==> config.mk <==
export PLATFORM = sky130hd
export DESIGN_NAME = mvm_lane_control_flat
export DESIGN_NICKNAME = d
export VERILOG_FILES = /design/src/rtl/mvm_pkg.sv /design/src/rtl/mvm_lane_control_if.sv /design/src/rtl/mvm_lat_shift.sv /design/src/rtl/mvm_lane_control.sv /design/src/flat_wrapper.sv
export SDC_FILE = /design/constraint.sdc
export NUM_CORES = 1
export LEC_CHECK = 0
export ABC_AREA = 1
export CORE_ASPECT_RATIO = 2
export CORE_MARGIN = 2
export CORE_UTILIZATION = 39
export DETAILED_ROUTE_END_ITERATION = 10
export GPL_TIMING_DRIVEN = 0
export PLACE_DENSITY = 0.72
export SYNTH_ARGS = -nofsm -noshare
export SYNTH_HDL_FRONTEND = slang
export SYNTH_SLANG_ARGS = --single-unit
==> constraint.sdc <==
create_clock -name clk -period 4.1 [get_ports clk]
set_input_delay 0.615 -clock clk [delete_from_list [all_inputs] [get_ports clk]]
set_output_delay 0.615 -clock clk [all_outputs]
set_load 0.005 [all_outputs]
==> src/rtl/mvm_pkg.sv <==
// Shared types and default sizing for the MVM lane sequencer.
// Holds the controller state encoding and a width helper for degenerate sizes.
package mvm_pkg;

    localparam int MVM_N        = 8;
    localparam int MVM_LANES    = 4;
    localparam int MVM_MULT_LAT = 7;

    typedef enum logic [2:0] {
        IDLE,
        LOAD_W,
        LOAD_X,
        ISSUE,
        DRAIN,
        SEND
    } state_t;

    // Width of a counter/address that must hold 0..v-1, never narrower than one bit.
    function automatic int clog2_min1(input int v);
        return (v > 1) ? $clog2(v) : 1;
    endfunction

endpackage

==> src/rtl/mvm_lane_control_if.sv <==
// Load stream, bank strobes/addresses and result handshake of the MVM sequencer.
// master = controller side, slave = datapath/environment side.
interface mvm_lane_control_if
    import mvm_pkg::*;
#(
    parameter int N     = MVM_N,
    parameter int LANES = MVM_LANES
) ();

    localparam int AW_W = clog2_min1(N * N / LANES);
    localparam int AW_X = clog2_min1(N);
    localparam int GW   = clog2_min1(N / LANES);

    logic             input_valid;
    logic             input_ready;
    logic             new_matrix;
    logic [LANES-1:0] wr_en_w;
    logic [AW_W-1:0]  addr_w;
    logic             wr_en_x;
    logic [AW_X-1:0]  addr_x;
    logic             en_acc;
    logic             clear_acc;
    logic             output_valid;
    logic             output_ready;
    logic [GW-1:0]    out_group;
    logic [15:0]      stall_cycles;

    modport master (
        input  input_valid, new_matrix, output_ready,
        output input_ready, wr_en_w, addr_w, wr_en_x, addr_x,
        output en_acc, clear_acc, output_valid, out_group, stall_cycles
    );

    modport slave (
        output input_valid, new_matrix, output_ready,
        input  input_ready, wr_en_w, addr_w, wr_en_x, addr_x,
        input  en_acc, clear_acc, output_valid, out_group, stall_cycles
    );

endinterface

==> src/rtl/mvm_lat_shift.sv <==
// 1-bit valid delay line, DEPTH cycles from d_i to q_o.
// No backpressure: shifts every cycle; rst_n clears all stages asynchronously.
module mvm_lat_shift #(
    parameter int DEPTH = 7
) (
    input  logic clk,
    input  logic rst_n,
    input  logic d_i,
    output logic q_o
);

    logic [DEPTH-1:0] sh_q;
    logic [DEPTH-1:0] sh_d;

    generate
        if (DEPTH == 1) begin : g_one
            assign sh_d = d_i;
        end else begin : g_many
            assign sh_d = {sh_q[DEPTH-2:0], d_i};
        end
    endgenerate

    always_ff @(posedge clk or negedge rst_n) begin
        if (!rst_n) begin
            sh_q <= '0;
        end else begin
            sh_q <= sh_d;
        end
    end

    assign q_o = sh_q[DEPTH-1];

endmodule

==> src/rtl/mvm_lane_control.sv <==
// Sequencer for the LANES-wide pipelined MVM: loads W/x, issues column beats, returns row groups.
// Group latency N+MULT_LAT cycles from ISSUE; strobes/addresses combinational with the transfer.
// Holds output_valid until output_ready; optional stall counter under MVM_STALL_CNT_EN.
module mvm_lane_control
    import mvm_pkg::*;
#(
    parameter int N        = MVM_N,
    parameter int LANES    = MVM_LANES,
    parameter int MULT_LAT = MVM_MULT_LAT
) (
    input logic               clk,
    input logic               rst_n,
    mvm_lane_control_if.master bus
);

    localparam int LOG2N      = $clog2(N);
    localparam int LOG2L      = $clog2(LANES);
    localparam int CW         = clog2_min1(N * N);
    localparam int AW_W       = clog2_min1(N * N / LANES);
    localparam int AW_X       = clog2_min1(N);
    localparam int GW         = clog2_min1(N / LANES);
    localparam int DW         = clog2_min1(MULT_LAT);
    localparam int LAST_GROUP = N / LANES - 1;

    state_t          state_q, state_d;
    logic [CW-1:0]   cnt_q, cnt_d;
    logic [AW_X-1:0] col_q, col_d;
    logic [GW-1:0]   group_q, group_d;
    logic [DW-1:0]   drain_q, drain_d;
    logic            w_loaded_q, w_loaded_d;

    logic             in_ready;
    logic [LANES-1:0] wr_en_w;
    logic [AW_W-1:0]  addr_w;
    logic             wr_en_x;
    logic [AW_X-1:0]  addr_x;
    logic             clear_acc;
    logic             out_valid;
    logic             beat;
    logic             en_acc;

    // Word k = r*N + c lands in bank r%LANES at (r/LANES)*N + c.
    logic [LANES-1:0] w_bank_oh;
    logic [AW_W-1:0]  w_addr;
    logic [AW_W-1:0]  issue_addr;

    assign w_bank_oh  = LANES'(1) << ((cnt_q >> LOG2N) & CW'(LANES - 1));
    assign w_addr     = AW_W'(((cnt_q >> (LOG2N + LOG2L)) << LOG2N) | (cnt_q & CW'(N - 1)));
    assign issue_addr = AW_W'((CW'(group_q) << LOG2N) | CW'(col_q));

    always_comb begin
        state_d    = state_q;
        cnt_d      = cnt_q;
        col_d      = col_q;
        group_d    = group_q;
        drain_d    = drain_q;
        w_loaded_d = w_loaded_q;
        in_ready   = 1'b0;
        wr_en_w    = '0;
        addr_w     = '0;
        wr_en_x    = 1'b0;
        addr_x     = '0;
        clear_acc  = 1'b0;
        out_valid  = 1'b0;
        beat       = 1'b0;

        case (state_q)
            IDLE: begin
                in_ready  = 1'b1;
                clear_acc = 1'b1;
                if (bus.input_valid) begin
                    if (bus.new_matrix) begin
                        wr_en_w = w_bank_oh;
                        addr_w  = w_addr;
                        cnt_d   = cnt_q + CW'(1);
                        state_d = LOAD_W;
                    end else if (w_loaded_q) begin
                        wr_en_x = 1'b1;
                        addr_x  = AW_X'(cnt_q);
                        cnt_d   = cnt_q + CW'(1);
                        state_d = LOAD_X;
                    end
                end
            end
            LOAD_W: begin
                in_ready = 1'b1;
                if (bus.input_valid) begin
                    wr_en_w = w_bank_oh;
                    addr_w  = w_addr;
                    if (cnt_q == CW'(N * N - 1)) begin
                        cnt_d      = '0;
                        w_loaded_d = 1'b1;
                        state_d    = LOAD_X;
                    end else begin
                        cnt_d = cnt_q + CW'(1);
                    end
                end
            end
            LOAD_X: begin
                in_ready = 1'b1;
                if (bus.input_valid) begin
                    wr_en_x = 1'b1;
                    addr_x  = AW_X'(cnt_q);
                    if (cnt_q == CW'(N - 1)) begin
                        cnt_d   = '0;
                        col_d   = '0;
                        group_d = '0;
                        state_d = ISSUE;
                    end else begin
                        cnt_d = cnt_q + CW'(1);
                    end
                end
            end
            ISSUE: begin
                beat   = 1'b1;
                addr_w = issue_addr;
                addr_x = col_q;
                if (col_q == AW_X'(N - 1)) begin
                    col_d   = '0;
                    drain_d = '0;
                    state_d = DRAIN;
                end else begin
                    col_d = col_q + AW_X'(1);
                end
            end
            DRAIN: begin
                // The last beat reaches the accumulators in the final DRAIN cycle.
                if (drain_q == DW'(MULT_LAT - 1)) begin
                    drain_d = '0;
                    state_d = SEND;
                end else begin
                    drain_d = drain_q + DW'(1);
                end
            end
            SEND: begin
                out_valid = 1'b1;
                if (bus.output_ready) begin
                    clear_acc = 1'b1;
                    if (group_q == GW'(LAST_GROUP)) begin
                        group_d = '0;
                        state_d = IDLE;
                    end else begin
                        group_d = group_q + GW'(1);
                        state_d = ISSUE;
                    end
                end
            end
            default: state_d = IDLE;
        endcase
    end

    always_ff @(posedge clk or negedge rst_n) begin
        if (!rst_n) begin
            state_q    <= IDLE;
            cnt_q      <= '0;
            col_q      <= '0;
            group_q    <= '0;
            drain_q    <= '0;
            w_loaded_q <= 1'b0;
        end else begin
            state_q    <= state_d;
            cnt_q      <= cnt_d;
            col_q      <= col_d;
            group_q    <= group_d;
            drain_q    <= drain_d;
            w_loaded_q <= w_loaded_d;
        end
    end

    mvm_lat_shift #(
        .DEPTH(MULT_LAT)
    ) u_lat (
        .clk  (clk),
        .rst_n(rst_n),
        .d_i  (beat),
        .q_o  (en_acc)
    );

`ifdef MVM_STALL_CNT_EN
    logic [15:0] stall_q, stall_d;

    always_comb begin
        stall_d = stall_q;
        if (out_valid && !bus.output_ready && (stall_q != 16'hFFFF)) begin
            stall_d = stall_q + 16'd1;
        end
    end

    always_ff @(posedge clk or negedge rst_n) begin
        if (!rst_n) begin
            stall_q <= '0;
        end else begin
            stall_q <= stall_d;
        end
    end

    assign bus.stall_cycles = stall_q;
`else
    assign bus.stall_cycles = '0;
`endif

    assign bus.input_ready  = in_ready;
    assign bus.wr_en_w      = wr_en_w;
    assign bus.addr_w       = addr_w;
    assign bus.wr_en_x      = wr_en_x;
    assign bus.addr_x       = addr_x;
    assign bus.en_acc       = en_acc;
    assign bus.clear_acc    = clear_acc;
    assign bus.output_valid = out_valid;
    assign bus.out_group    = group_q;

endmodule

==> src/flat_wrapper.sv <==
// flat-port wrapper written by rule: the top's interface ports become plain ports
module mvm_lane_control_flat import mvm_pkg::*;
#(
    parameter int N        = MVM_N,
    parameter int LANES    = MVM_LANES,
    parameter int MULT_LAT = MVM_MULT_LAT
)
  (clk, rst_n, bus_input_valid, bus_new_matrix, bus_output_ready, bus_input_ready, bus_wr_en_w, bus_addr_w, bus_wr_en_x, bus_addr_x, bus_en_acc, bus_clear_acc, bus_output_valid, bus_out_group, bus_stall_cycles);
  mvm_lane_control_if #(.N(N), .LANES(LANES)) bus_i ();
  input logic clk;
  input logic rst_n;
  input wire logic [$bits(bus_i.input_valid)-1:0] bus_input_valid;
  input wire logic [$bits(bus_i.new_matrix)-1:0] bus_new_matrix;
  input wire logic [$bits(bus_i.output_ready)-1:0] bus_output_ready;
  output wire logic [$bits(bus_i.input_ready)-1:0] bus_input_ready;
  output wire logic [$bits(bus_i.wr_en_w)-1:0] bus_wr_en_w;
  output wire logic [$bits(bus_i.addr_w)-1:0] bus_addr_w;
  output wire logic [$bits(bus_i.wr_en_x)-1:0] bus_wr_en_x;
  output wire logic [$bits(bus_i.addr_x)-1:0] bus_addr_x;
  output wire logic [$bits(bus_i.en_acc)-1:0] bus_en_acc;
  output wire logic [$bits(bus_i.clear_acc)-1:0] bus_clear_acc;
  output wire logic [$bits(bus_i.output_valid)-1:0] bus_output_valid;
  output wire logic [$bits(bus_i.out_group)-1:0] bus_out_group;
  output wire logic [$bits(bus_i.stall_cycles)-1:0] bus_stall_cycles;
  assign bus_i.input_valid = bus_input_valid;
  assign bus_i.new_matrix = bus_new_matrix;
  assign bus_i.output_ready = bus_output_ready;
  assign bus_input_ready = bus_i.input_ready;
  assign bus_wr_en_w = bus_i.wr_en_w;
  assign bus_addr_w = bus_i.addr_w;
  assign bus_wr_en_x = bus_i.wr_en_x;
  assign bus_addr_x = bus_i.addr_x;
  assign bus_en_acc = bus_i.en_acc;
  assign bus_clear_acc = bus_i.clear_acc;
  assign bus_output_valid = bus_i.output_valid;
  assign bus_out_group = bus_i.out_group;
  assign bus_stall_cycles = bus_i.stall_cycles;
  mvm_lane_control #(.N(N), .LANES(LANES), .MULT_LAT(MULT_LAT)) u_core (.clk(clk), .rst_n(rst_n), .bus(bus_i));
endmodule
; Word level (Yosys, flattened, before mapping)
; Cells that the tools add are included.
[word_totals]
reg_bits = 24
out_inout_bits = 33
[op_classes]
shift = 1
muxes = 55
n_addsub = 4
n_reduce_logical = 12
bitwise_logic = 2
n_eq_ne = 18
[op_table]
columns = op, n
row1 = $mux 3, 19
row2 = $mux 6, 7
row3 = $mux 4, 6
row4 = $pmux 3 s6, 1
row5 = $pmux 6 s3, 1
row6 = $eq 3x3->1 const B, 4
row7 = $mux 1, 12
row8 = $pmux 3 s2, 2
row9 = $pmux 4 s3, 1
row10 = $pmux 3 s3, 1
row11 = $reduce_and 9->1, 1
row12 = $ne 2x1->1 const B, 4
row13 = $ne 2x2->1 const B, 4
row14 = $or 4x3->4, 2
row15 = $pmux 4 s2, 1
row16 = $add 3x1->3 const B, 2
row17 = $add 6x1->6 const B, 1
row18 = $eq 3x2->1 const B, 2
row19 = $eq 6x3->1 const B, 1
row20 = $eq 6x6->1 const B, 1
row21 = $pmux 1 s2, 3
row22 = $reduce_and 3->1, 2
row23 = $reduce_bool 2->1, 3
row24 = $reduce_and 5->1, 1
row25 = other kinds (10), 10

; Depth between registers and ports, before layout
; Gate-level depths: netlist (run 1).
[depth]
ltp_word = 5
depth_mapped = 10
depth_no_buf = 10

; Cells and area by module
; A second synthesis (run 1) with hierarchy kept.
[unflattened]
cells_unflattened = 205
area_unflattened_um2 = 1488.9
[modules_own_cells]
columns = mod, n_inst, seq_area_each_um2, area_each_um2, cells_per_inst
row1 = mvm_lane_control, 1, 425.4, 1313.8, 198
row2 = mvm_lat_shift, 1, 175.2, 175.2, 7

; Least setup slack after synthesis (run 1)
; Ideal clock, no wire load.
[synth_timing]
path_kind = reg-to-output
startpoint = reg u_core.state_q[2]
endpoint = out bus_wr_en_w[0]
path_stages_with_launch = 8
path_buffers = 0
required_time_ns = 3.485
slack_ns = 2.331
arrival_time_ns = 1.154
cell_sequence = dfrtp_1 > inv_2 > nand2_1 > nor2_2 > nand2_1 > nand2_1 > nand2_1 > nor3_1
[synth_between]
elab_chain_cells = 2
elab_cells_between_ends = 3
cone_classes = 1 x eq/ne / 1 x mux / 1 x reduce/logical
[synth_lines]
columns = item, line
row1 = "start, declared", mvm_lane_control.sv:25  ; state_t state_q, state_d;
row2 = "start signal, assigned", mvm_lane_control.sv:161  ; state_q <= state_d;
row3 = $eq 3x1->1 or $logic_not 3->1 (tied branches), mvm_lane_control.sv:67  ; case (state_q)
row4 = $pmux 4 s2 (*), mvm_lane_control.sv:67
row5 = "end, declared", flat_wrapper.sv:16  ; output wire logic [$bits(bus_i.wr_en_w)-1:0] bus_wr_en_w;
; Mark *: on every way between the ends. The rest lies on a longest branch, timed or not.

; Worst setup path in the final report (run 1)
[layout_timing]
startpoint = in bus_new_matrix
endpoint = out bus_wr_en_x
[layout_between]
elab_chain_cells = 3
[layout_lines]
columns = item, line
row1 = "start, declared", flat_wrapper.sv:13  ; input wire logic [$bits(bus_i.new_matrix)-1:0] bus_new_matrix;
row2 = $mux 1, mvm_lane_control.sv:72  ; if (bus.new_matrix) begin
row3 = $mux 1, mvm_lane_control.sv:71  ; if (bus.input_valid) begin
row4 = $pmux 1 s2, mvm_lane_control.sv:67
row5 = "end, declared", flat_wrapper.sv:18  ; output wire logic [$bits(bus_i.wr_en_x)-1:0] bus_wr_en_x;
; Every way passes these cells.

==> results_dict.tcl, run 1 <==
set metrics [dict create \
    cts.sinks 24 \
    drc 0 \
    min-delay-start "u_core.u_lat.sh_q[2]" \
    finalSetupViolCount 0 \
    startpoint_type "input port" \
    finClkSkew_ns 0.001946 \
    holdBufCountCts 0 \
    num_vias 1393 \
    p_sw_mw 0.4798 \
    ant_nets 0 \
    synth_most_common_cell "nand2_1" \
    clock_path_buffers 2 \
    dp.cells 288 \
    drive_above_1_share_pct 19.50 \
    r2r_slack_ns 2.51 \
    synthesis.area_mm2 0.001511 \
    cts_buffers 3 \
    crit_fanout 4 \
    grt_max_degree 25 \
    drt-wirelength-per-cell_um 11.83 \
    grt_pass1_vias 1388 \
    reg2regPathDepth 8 \
    synth_flop_cell "dfrtp_1" \
    ys_types 27 \
    die_area_mm2 0.004420 \
    power_mw 1.162 \
    antenna_found_initial 0 \
    initial_core_util_pct 39.74 \
    r2r_start "u_core.cnt_q[0]" \
    slowest_delay_ns 0.54 \
    die_w_um 48.02 \
    required_ns 3.48 \
    first_pass_iters 4 \
    endpoint_kind "output pin" \
    antenna-diode-count 0 \
    grt_usage_pct 17.90 \
    gp_congestion 0.9075 \
    highest_layer "met4" \
    worst_pin_slew_ns 1.060 \
    fin_crit_ns 2.791 \
    clock-root-buffer "clkbuf_8" \
    stdcell_count 292 \
    die_y_um 92.04 \
    yosysTopAreaCell "dfrtp_1" \
    yosys_warnings 0 \
    hold_path_depth 0 \
    slowest_stage "clkdlybuf4s50_1" \
    p_sw_share_pct 41.27 \
    route.met3.wl_um 171 \
    intPower_mw 0.6826 \
    via_per_inst 4.771 \
    p_leak_nw 1.002 \
    drtIter0Drc 33 \
    hold_viol_final 0 \
    cp_cell_sequence "clkdlybuf4s50_1 > inv_1 > nand2_1 > o21ai_1 > inv_2 > nor3_1 > clkdlybuf4s50_1" \
    post-cts-setup-buffer-count 0 \
    relSlewSlack_pct 29.13 \
    yosysTopAreaCellShare_pct 39.74 \
    drt-total-wl_mm 3.453 \
    status "finished, final reports clean" \
    power_frac_comb_pct 47.9 \
    synth-seq-cells 24 \
    rsz0062_at_grt "false" \
    min_to "u_core.u_lat.sh_q[3]" \
    ioPinCount 38 \
    overflow 0 \
    num_rows 32 \
    h-tree-depth 1 \
    postSynthCellCount 202 \
    syn_area_per_cell_um2 7.482 \
    synth_edf_count 0 \
    critPathKind "in2out" \
    nFillCells 397 \
    min_period_over_period_pct 68.08 \
    netlist_top_cells_count "51 x nand2_1, 24 x dfrtp_1, 16 x buf_4, 16 x inv_1" \
    clk_latency_ns 0.27 \
    wl_met2_mm 1.888 \
    synthArstFlopShare_pct 100.0 \
    core_mm2 0.003804 \
    area_delta_synth_final_pct 25.91 \
    hp-class "reg2reg" \
    routedLengthMet1_mm 1.279 \
    fmax_mhz 358.2 \
    cts_tree "built" \
    r2r_end "u_core.cnt_q[5]" \
    finalMaxSlewViolations 0 \
    grt_pass1_wl_mm 5.740 \
    finish.utilization_pct 50.03 \
    portBuffers 20 \
    fin_setup_tns_ns 0 \
    seqPwrFrac_pct 33.7 \
    powerDensity_mw_per_mm2 610.8 \
    yosysSeqAreaShare_pct 39.74 \
    dpl.hpwl_mm 2.741 \
    cap_viol_max_count 0 \
    cp_common_cell "clkdlybuf4s50_1" \
    clkSlewWorstSetupHoldPaths_ns 0.09 \
    vdd_drop_max_mv 0.2822 \
    final_net_count 250 \
    p_clk_share_pct 18.4 \
    cts_resized 0 \
    synthTopCellsByArea "dfrtp_1 40%, nand2_1 13%, buf_4 7.9%" \
    crit_arrival_ns 2.18 \
]
==> per-stage QoR <==
stage | instance area (um2) | setup WS (ns) | hold WS (ns)
after floorplan | 1568 | 2.331 | 0.3194
after global placement | 1832 | 1.331 | 0.3345
after detailed placement | 1832 | 1.307 | 0.3395
after CTS | 1903 | 1.306 | 0.3602
after global routing | 1903 | 1.165 | 0.3632
final | 1903 | 1.309 | 0.3594
==> cells by family (layout without fill, tap and decap cells) <==
family	Yosys count	count (layout)	share of synthesized area, %
other cells	1	16	0.2481
flops	24	24	39.74
simple gates	103	103	32.12
fa+ha+maj	3	3	2.484
compound gates	24	24	8.527
buf+inv	45	69	15.73
xor+xnor	2	2	1.159
==> area by class of cell <==
cell class,count,area [um2],area share (%)
clock buffer,3,41.29,2.170
timing repair buffer,20,200.2,10.52
multi-input combinational,148,729.5,38.33
buffer,18,136.4,7.166
sequential,24,600.6,31.56
tap,51,63.81,3.353
inverter,27,101.3,5.325
clock inverter,1,30.03,1.578
==> per-layer routing <==
layer  track usage (%)  up-vias
met2             31.67       54
met4             10.36        0
met1             17.91      629
met5                 0        -
met3             2.362       13
li1                  -      697
==> worst max-delay path by stage <==
stage	cells after the start	from	slack [ns]	to
floorplan	7	u_core.state_q[2]	2.33	bus_wr_en_w[0]
global placement	7	bus_new_matrix	1.33	bus_wr_en_x
detailed placement	7	bus_new_matrix	1.31	bus_wr_en_x
CTS	7	bus_new_matrix	1.31	bus_wr_en_x
global route	8	u_core.state_q[2]	1.16	bus_wr_en_w[2]
finish	7	bus_new_matrix	1.31	bus_wr_en_x
==> flip-flops by register name (all words and copies together) (netlist names) <==
register              cells
u_core.bus.out_group      1
u_core.cnt_q              6
u_core.col_q              3
u_core.drain_q            3
u_core.state_q            3
u_core.u_lat.sh_q         7
u_core.w_loaded_q         1
==> cell usage in the layout, fill, tap and decap left out, drive strengths merged, types with 4 or more instances in the layout <==
master,instances
dfrtp,24
nand3,16
buf,18
conb,16
a21oi,5
nand4,6
nand2,57
nor3,4
inv,26
nor2,18
o21ai,17
clkdlybuf4s50,20
==> power by group through the flow <==
stage          logic [mW]  registers (mW)  clock network (mW)
4_1_cts             0.561           0.392               0.214
3_3_place_gp        0.545           0.393                   0
5_1_grt             0.632           0.404               0.224
6_report            0.557           0.391               0.214
2_1_floorplan       0.379           0.377                   0
3_5_place_dp        0.557           0.396                   0
==> worst max-delay path, delay by kind of cell <==
family                 cells  cell delay, ns
AOI/OAI and AO/OA          1            0.15
buffers and inverters      4            1.15
and+or+nand+nor            2            0.27
Power figures use the tool's default switching activity.
==> run 2, diff against run 1 <==
--- a/config.mk
+++ b/config.mk
@@ -11,7 +11,7 @@
 export CORE_UTILIZATION = 39
 export DETAILED_ROUTE_END_ITERATION = 10
 export GPL_TIMING_DRIVEN = 0
-export PLACE_DENSITY = 0.72
+export PLACE_DENSITY = 0.74
 export SYNTH_ARGS = -nofsm -noshare
 export SYNTH_HDL_FRONTEND = slang
 export SYNTH_SLANG_ARGS = --single-unit
==> constraint.sdc (replaced) <==
create_clock -name clk -period 2.3 [get_ports clk]
set_input_delay 0.345 -clock clk [delete_from_list [all_inputs] [get_ports clk]]
set_output_delay 0.345 -clock clk [all_outputs]
set_load 0.005 [all_outputs]
==> run 2 against run 1 <==
Wire length grew 0.64%. Total power grew 82%. Critical path type is now reg2out. Sequential power rose by 78%. Combinational power grew 87%. Sequential cell count did not move. Design area grew 2.6%.
==> results_dict.tcl, run 2 (synthesis gave the netlist of run 1 again) <==
set metrics [dict create \
    num_rows 32 \
    die_w_um 48.02 \
    worst_pin_slew_ns 1.096 \
    overflow 0 \
    crit_arrival_ns 1.87 \
    drt-wirelength-per-cell_um 11.74 \
    fin_hold_ws_ns 0.3519 \
    status "finished, final reports clean" \
    via_per_inst 4.696 \
    grt_usage_pct 17.40 \
    final_net_count 254 \
    startpoint_type "register" \
    seqPwrFrac_pct 33.0 \
    antenna-diode-count 0 \
    ant_nets 0 \
    first_pass_iters 4 \
    min_period_over_period_pct 96.30 \
    regMostFlops "u_core.u_lat.sh_q" \
    p_leak_nw 1.090 \
    clock_path_buffers 2 \
    grt_max_degree 25 \
    finalMaxSlewViolations 0 \
    cts.sinks 24 \
    dpl.hpwl_mm 2.580 \
    cts_buffers 3 \
    grt_pass1_vias 1303 \
    reg_top3 "u_core.u_lat.sh_q x7, u_core.cnt_q x6" \
    power_frac_comb_pct 49.4 \
    powerDensity_mw_per_mm2 1082 \
    intPower_mw 1.229 \
    initial_core_util_pct 39.74 \
    num_vias 1390 \
    holdBufCountCts 0 \
    antenna_found_initial 0 \
    r2r_slack_ns 0.72 \
    required_ns 1.96 \
    cts_tree "built" \
    gp_congestion 0.8728 \
    hp-class "reg2reg" \
    drc 0 \
    clk_latency_ns 0.27 \
    clkSlewWorstSetupHoldPaths_ns 0.09 \
    fmax_mhz 451.5 \
    grt_pass1_wl_mm 5.568 \
    p_sw_share_pct 41.80 \
    hold_viol_final 0 \
    area_delta_synth_final_pct 29.22 \
    critPathKind "reg2out" \
    relSlewSlack_pct 26.72 \
    drtIter0Drc 30 \
    h-tree-depth 1 \
    core_mm2 0.003804 \
    power_mw 2.112 \
    crit_fanout 8 \
    p_clk_share_pct 17.6 \
    finalSetupViolCount 0 \
    ioPinCount 38 \
    fin_crit_ns 2.215 \
    die_area_mm2 0.004420 \
    place_area_mm2 0.001832 \
    p_sw_mw 0.8830 \
    endpoint_kind "output pin" \
    final_common_cell "nand2_1" \
    final_area_mm2 0.001953 \
    finClkSkew_ns 0.01033 \
    portBuffers 20 \
    clock-root-buffer "clkbuf_8" \
    drive_above_1_share_pct 23.67 \
    largest_register_ffs 7 \
    drt-total-wl_mm 3.475 \
    die_y_um 92.04 \
    final_cell_mix "47 x nand2_1, 23 x dfrtp_1, 20 x buf_4" \
    cap_viol_max_count 0 \
    vdd_drop_max_mv 0.4872 \
]
run 2: changes by cell type in the layout (fill, tap and decap cells not counted), moves of 3 or more:
cell | previous run | this run
buf_4 | 16 | 20
clkdlybuf4s50_1 | 20 | 8
dlygate4sd2_1 | 0 | 10
nand2_1 | 51 | 47
nand2_2 | 6 | 9
run 2: worst paths after layout:
| path | startpoint | end | cells after the start |
|---|---|---|---|
| max | u_core.state_q[0] | bus_addr_x[1] | 9 |
| min | u_core.u_lat.sh_q[3] | u_core.u_lat.sh_q[4] | 0 |
| max reg2reg | u_core.cnt_q[0] | u_core.cnt_q[5] | 8 |
| min reg2reg | u_core.u_lat.sh_q[3] | u_core.u_lat.sh_q[4] | 0 |
| max in group asynchronous | rst_n | u_core.state_q[2] | 1 |
| min in group asynchronous | rst_n | u_core.state_q[0] | 1 |
run 2: power by group through the flow:
stage / registers (mW) / clock network, mW / logic [mW]
2_1_floorplan: 0.672 / 0 / 0.675
3_3_place_gp: 0.698 / 0 / 0.961
3_5_place_dp: 0.702 / 0 / 0.983
4_1_cts: 0.695 / 0.379 / 0.991
5_1_grt: 0.721 / 0.399 / 1.18
6_report: 0.697 / 0.371 / 1.04
run 2: critical path: stages (launching register included):
cell	delay, ns
dfrtp_1	0.38
buf_6	0.14
clkinv_1	0.07
nand2_2	0.08
nor2_4	0.15
nand2_1	0.11
o21ai_2	0.17
inv_2	0.09
o21ai_1	0.15
dlygate4sd2_1	0.25
run 2: metal layers:
layer,GRT usage (%),part of all wire (%),vias up,wire [um]
met4,9.910,2.6,0,91
met2,28.11,53,66,1858
met5,0,0,-,0
li1,-,-,699,-
met1,20.32,38,613,1308
met3,2.559,6.2,12,216
run 2: what timing repair did:
| action | in CTS | in global routing |
|---|---|---|
| buffers inserted | 1 | 3 |
| resized for setup | 16 | 6 |
| pin swaps | 0 | 2 |
| setup endpoints to repair | 12 | 7 |
run 2: area by class of cell:
type	instances	area [um2]
buffer	18	136.4
timing repair buffer	24	220.2
inverter	27	101.3
fill	392	1851
sequential	24	601.8
clock inverter	1	30.03
tap	51	63.81
multi-input combinational	148	758.2
clock buffer	3	41.29
run 2: through the flow:
step / setup TNS (ns) / setup WS (ns) / util (%) / cells
6_report: 0 / 0.08503 / 51.35 / 296
5_1_grt: -0.01187 / -0.01054 / 51.35 / 296
4_1_cts: -0.04114 / -0.04114 / 50.26 / 293
3_5_place_dp: 0 / 0.05514 / 48.16 / 288
3_3_place_gp: 0 / 0.07674 / 48.16 / 288
2_1_floorplan: 0 / 0.8008 / - / 217
